<file path="src/rtl/shift_accumulator.sv">
// Accumulates signed shifted partial products into groups of up to NUM_TERMS terms and
// holds each group sum and term count until the consumer takes them.
module shift_accumulator #(
    parameter int unsigned PARALLELISM = 8,
    parameter int unsigned DEPTH       = 3,
    parameter int unsigned NUM_TERMS   = 4,
    localparam int unsigned IN_W  = PARALLELISM + 2**DEPTH,
    localparam int unsigned CNT_W = ($clog2(NUM_TERMS + 1) > 1) ? $clog2(NUM_TERMS + 1) : 1,
    localparam int unsigned ACC_W = IN_W + $clog2(NUM_TERMS)
) (
    input  logic             clk,
    input  logic             rst_n,
    input  logic             clear,
    input  logic             in_valid,
    output logic             in_ready,
    input  logic [IN_W-1:0]  in_data,
    input  logic             in_last,
    output logic             out_valid,
    input  logic             out_ready,
    output logic [ACC_W-1:0] out_data,
    output logic [CNT_W-1:0] out_count
);

    typedef enum logic [1:0] {StIdle, StAccum, StDone} state_e;

    localparam logic [CNT_W-1:0] MaxCnt = CNT_W'(NUM_TERMS);
    localparam logic [CNT_W-1:0] OneCnt = CNT_W'(1);

    state_e                  state_q, state_d;
    logic signed [ACC_W-1:0] acc_q, acc_d;
    logic signed [ACC_W-1:0] in_ext;
    logic [CNT_W-1:0]        cnt_q, cnt_d, cnt_inc;
    logic                    out_valid_q, out_valid_d;
    logic                    accept;

    assign in_ext = ACC_W'($signed(in_data));

    always_comb begin
        in_ready    = rst_n && !clear && ((state_q != StDone) || out_ready);
        accept      = in_valid && in_ready;
        cnt_inc     = cnt_q + 1'b1;
        state_d     = state_q;
        acc_d       = acc_q;
        cnt_d       = cnt_q;

        case (state_q)
            StAccum: begin
                if (accept) begin
                    acc_d   = acc_q + in_ext;
                    cnt_d   = cnt_inc;
                    state_d = (in_last || (cnt_inc == MaxCnt)) ? StDone : StAccum;
                end
            end
            StDone: begin
                // Releasing the result and starting the next group share one cycle.
                if (accept) begin
                    acc_d   = in_ext;
                    cnt_d   = OneCnt;
                    state_d = (in_last || (MaxCnt == OneCnt)) ? StDone : StAccum;
                end else if (out_ready) begin
                    state_d = StIdle;
                end
            end
            default: begin
                if (accept) begin
                    acc_d   = in_ext;
                    cnt_d   = OneCnt;
                    state_d = (in_last || (MaxCnt == OneCnt)) ? StDone : StAccum;
                end
            end
        endcase

        if (clear) begin
            state_d = StIdle;
            acc_d   = '0;
            cnt_d   = '0;
        end

        out_valid_d = (state_d == StDone);
    end

    always_ff @(posedge clk) begin
        if (!rst_n) begin
            state_q     <= StIdle;
            acc_q       <= '0;
            cnt_q       <= '0;
            out_valid_q <= 1'b0;
        end else begin
            state_q     <= state_d;
            acc_q       <= acc_d;
            cnt_q       <= cnt_d;
            out_valid_q <= out_valid_d;
        end
    end

    assign out_valid = out_valid_q;
    assign out_data  = out_valid_q ? acc_q : '0;
    assign out_count = out_valid_q ? cnt_q : '0;

endmodule

</file>
<file path="config.mk">
export PLATFORM = sky130hd
export DESIGN_NAME = shift_accumulator
export DESIGN_NICKNAME = d
export VERILOG_FILES = /design/src/rtl/shift_accumulator.sv
export SDC_FILE = /design/constraint.sdc
export NUM_CORES = 1
export LEC_CHECK = 0
export CORE_MARGIN = 3
export CORE_UTILIZATION = 30
export DETAILED_ROUTE_END_ITERATION = 8
export GPL_TIMING_DRIVEN = 0
export PLACE_DENSITY = 0.49
export RECOVER_POWER = 50
export SYNTH_ARGS = -nofsm -noshare
export SYNTH_HDL_FRONTEND = slang
export SYNTH_SLANG_ARGS = --single-unit
</file>
<file path="constraint.sdc">
create_clock -name clk -period 2.85 [get_ports clk]
set_input_delay 0.57 -clock clk [delete_from_list [all_inputs] [get_ports clk]]
set_output_delay 0.57 -clock clk [all_outputs]
set_load 0.01 [all_outputs]
</file>
* After elaboration in Yosys (flattened, before gate mapping)
Cells that the tools add are included.
** Word-level totals
- Word-level logic and storage cells :: 35
- Input port bits :: 22
- Bits in registers :: 24
** Cells by class
- Reductions and logical operators :: 7
- Add/subtract/negate cells :: 2
- Equal/unequal tests :: 5
- Bitwise operators :: 1
- Multiplexer cells :: 16
** Operators by type and width (number)
- $mux W18 :: 4
- $add A18 B16 Y18 :: 1
- $mux W2 :: 7
- $mux W3 :: 4
- $eq A2 B2 Y1 const B :: 2
- $pmux W2 S2 :: 1
- $add A3 B1 Y3 const B :: 1
- $eq A3 B3 Y1 const B :: 1
- $logic_and A1 B1 Y1 :: 3
- $eq A2 B1 Y1 const B :: 1
- $logic_or A1 B1 Y1 :: 2
- $ne A2 B2 Y1 const B :: 1
- $reduce_or A2 Y1 :: 1
- $logic_not A1 Y1 :: 1
- $not A1 Y1 :: 1

* Logic depth before layout (Yosys ltp)
- Depth in word-level cells :: 8
- Depth in mapped cells :: 10
- Gate-level depth less buffers :: 10

* Worst setup path before layout
OpenSTA, ideal clock, no wires.
- Path kind :: in2reg
- From :: input in_data[0]
- To :: register acc_q[16]
- Buffers on the path :: 0
- Setup time :: 124 ps
- Path slack :: 240 ps
- Required time :: 2726 ps
- Arrival time :: 2485 ps
- Stages on the path :: 10
- Cells stage by stage :: ha_1 > fa_1 > a211oi_1 > o21ai_1 > a31oi_1 > o21a_1 > o221ai_1 > a21oi_1 > xor2_1 > o21ai_0
** Between the ends
- Cells in the longest elaborated chain, start to end :: 3
** Ends and longest elaborated chain
- from (decl) :: RTL line 16 : input logic [IN_W-1:0] in_data,
- $add A18 B16 Y18 :: RTL line 49 : acc_d = acc_q + in_ext;
- $mux W18 :: RTL line 48 : if (accept) begin
- $mux W18
- to (signal assigned) :: RTL line 85 : acc_q <= '0;
- to (signal assigned) :: RTL line 90 : acc_q <= acc_d;
- to (decl) :: RTL line 30 : logic signed [ACC_W-1:0] acc_q, acc_d;
No other way between the ends. The select of a mux whose other input is x is not followed.
A chain may end at the register's enable or synchronous reset.

* Worst setup path in the final report
- From :: input rst_n
- To :: output in_ready
** Between the ends
- Cells in the longest elaborated chain, start to end :: 2
** Ends and longest elaborated chain
- from (decl) :: RTL line 12 : input logic rst_n,
- $logic_and A1 B1 Y1 (2 in a row) :: RTL line 39 : in_ready = rst_n && !clear && ((state_q != StDone) || out_ready);
- to (decl) :: RTL line 15 : output logic in_ready,
No other way between the ends.

==> summary.txt <==
Outcome -> finished, final reports clean
Initial antenna violation count -> 0
Critical Path End Type -> output pin
Max Cap Viol -> 0
Count of non-filler cells in the finished layout -> 378
Library cells used by synthesis -> 45
Syn Std Cell Area -> 2000 sq um
First DRT Iteration DRCs -> 46
#FFs+latches synth -> 24
Final HPWL DP -> 4370 um
DRC -> 0
Flop pwr share -> 40.3%
Unrepaired setup endpoints after global routing -> yes
Critical-path top delay cell -> dlygate4sd3_1
Cts hold-fix bufs -> 0
CTS Root Cell -> clkbuf_8
HP Start -> cnt_q[1]
Crit path time final -> 2.80 ns
Worst IR Drop VDD -> 0.000152 V
Number of H-tree levels -> 1
Mapped Nets -> 294
Final ANT Viol Nets -> 0
Worst-path maximum fanout -> 10
Place WS -> -0.545 ns
Hold Crit Class -> reg2reg
Worst-Margin Slew -> 0.893 ns
Slew Viols, Final -> 0
First-pass GRT wire length -> 9340 um
Hold_ws -> 0.496 ns
Total CTS buffers -> 3
CP Class -> in2out
Layout area overhead -> 37.8%
Fin. Hold Viols -> 0
Worst endpoint required time -> 2.28 ns
Psw -> 0.251 mW
Setup TNS -> 0 ns
Synth warnings -> 0
Die height -> 87.7 um
CTS tree -> done
Antenna cells -> 0
Initial DRT Pass Iterations -> 4
Pwr/cell area -> 321 nW/um^2
Syn avg cell area -> 8.02 sq um
Vias -> 1987
Worst R2R Setup Slack -> 0.43 ns
Largest net degree at the start of global routing -> 15
R2R Path Start -> acc_q[9]
Internal power -> 0.635 mW
Worst-path cell chain -> dlygate4sd3_1, nor2b_1, clkbuf_2, and2_1, clkdlybuf4s50_1
CTS Sinks -> 24
Post-synthesis sequential area ratio -> 24.0%
Worst EP arrival -> 2.23 ns
Max-Slew Margin vs Limit -> 40.4%
WP buf/inv -> 3
Vias in the first global route -> 1881
Setup-failing EPs final -> 0
Clock transition at path regs -> 0.10 ns
CP max stage delay -> 0.54 ns
Grt ovf -> 0
Initial Utilization -> 31.2%
NumNets Final -> 346
WL/cell -> 15.4 um
Die W -> 87.7 um
DP Cell Count -> 371
Synth Instances -> 250
FP Rows -> 29
Crit path launch -> rst_n
Worst-Skew Late Latency -> 0.28 ns
I/O Buffers -> 44
Fin Clk Skew -> 0.00247 ns
Via density -> 5.26
GPL Wtd Cong -> 0.885
Total global-route track usage -> 15.4%
Filler cells -> 652
Fin crit share -> 98.2%
# IOs -> 45
Clock power frac -> 36.0%
Final setup margin -> 0.0510 ns
Core area -> 6420 sq um
Logic pwr share -> 23.7%
Pwr Total -> 0.886 mW
Pleak -> 1.07 nW
Sw Ratio -> 28.3%
Routed WL -> 5840 um
Delay-heaviest family, CP -> buffers and inverters
Max frequency -> 357 MHz
Layout cells sized above 1 -> 8.64%
CP Launch Type -> input pin
Clock Path Buffers -> 2
Die area -> 7700 sq um
==> worst min-delay path, cell delays in order (launching register included) <==
cell     delay (ns)
dfxtp_1        0.35
nand2_1        0.06
a21oi_1        0.05
==> cells in the final DEF, fill, tap and decap left out, types with 3 or more instances in the layout <==
cell type and n:
and2_0 13, inv_1 7, a21oi_1 16, buf_4 3, ha_4 6, nor2_1 11
xnor2_1 10, clkbuf_8 3, a211oi_1 5, xor2_1 5, nor4_1 3, a21o_1 4
mux2i_1 13, a31oi_1 6, nand3_1 10, and2_1 11, nand2_1 17, nor2b_1 3
ha_1 14, o21ai_0 25, dlygate4sd3_1 10, clkdlybuf4s50_1 32, dfxtp_1 24, clkbuf_1 9
==> sequential cells by signal (all words and copies together) (netlist names) <==
| signal | cells |
|---|---|
| cnt_q | 3 |
| out_valid | 1 |
| acc_q | 18 |
| state_q | 2 |
==> metrics by stage <==
stage	area (sq um)	util, %
6_report	2760	43.0
4_1_cts	2650	41.2
3_3_place_gp	2540	39.6
3_5_place_dp	2540	39.6
5_1_grt	2760	43.0
2_1_floorplan	2000	-
==> layout make-up <==
type,instances,area [sq um],share of cell area (%)
multi-input cells,207,1570,56.9
flip-flops and latches,24,480,17.4
repair buffers,47,468,16.9
well taps,77,96.3,3.49
plain buffers,12,47.5,1.72
clock buffers,3,41.3,1.49
clock inverters,1,30.0,1.09
inverters,7,26.3,0.951
==> metal layers <==
metal | vias up | track usage (%) | wire (um)
met1 | 932 | 20.3 | 2810
met4 | 0 | 2.79 | 46
met2 | 39 | 26.6 | 2780
met5 | - | 0 | 0
met3 | 4 | 2.73 | 194
li1 | 1012 | - | -
==> power by group through the flow <==
stage,clock network [mW],registers [mW],logic (mW)
6_report,0.319,0.357,0.210
5_1_grt,0.337,0.359,0.234
3_3_place_gp,0,0.363,0.192
3_5_place_dp,0,0.364,0.192
2_1_floorplan,0,0.361,0.122
4_1_cts,0.331,0.356,0.198
==> cells in the mapped netlist, drive strengths merged <==
cell	count	share of area, %
a31oi	7	2.2
nor2	11	2.1
a21o	4	1.5
nor3b	1	0.37
nand4b	1	0.44
mux2i	13	6.5
a311o	1	0.56
buf	1	0.19
nand2b	1	0.31
nor4	3	0.94
nand3	10	2.5
a22oi	1	0.37
a21boi	1	0.37
a2111oi	1	0.50
clkbuf	11	2.1
and2	24	7.5
a221oi	1	0.75
nor2b	3	0.94
or3	2	0.62
o221ai	1	0.44
a211oi	7	2.6
and3	1	0.31
a32o	1	0.50
o21a	2	0.75
dfxtp	24	24
o211a	1	0.50
nand2	17	3.2
fa	1	1.0
o21bai	1	0.37
a21oi	17	4.4
xor2	5	2.2
xnor2	10	4.4
a31o	1	0.44
nor3	2	0.50
o21ai	29	7.4
o211ai	2	0.75
nand4	1	0.31
and4	1	0.44
inv	7	1.3
ha	21	13
nor4b	1	0.44
==> final timing paths <==
| path | endpoint | cells after the start |
|---|---|---|
| worst max-delay path | in_ready | 5 |
| worst max register to register | acc_q[17] | 9 |
| worst min register to register | cnt_q[1] | 2 |
| worst min-delay path | cnt_q[1] | 2 |
==> what timing repair did <==
item                       in CTS  in global routing
pin swaps                       1                  8
resized for setup               5                 17
setup endpoints to repair       5                  5
buffers inserted                1                  2
==> kinds of logic (layout without fill, tap and decap cells) <==
| kind of cell | count (synthesis) | in the layout | share of synthesized area, % |
|---|---|---|---|
| buf+inv | 19 | 70 | 3.56 |
| flops | 24 | 24 | 24.0 |
| compound gates | 78 | 78 | 24.5 |
| fa+ha+maj | 22 | 22 | 14.1 |
| simple gates | 79 | 79 | 20.9 |
| mux | 13 | 13 | 6.49 |
| xor+xnor | 15 | 15 | 6.55 |
(Power assumes the default switching activity.)
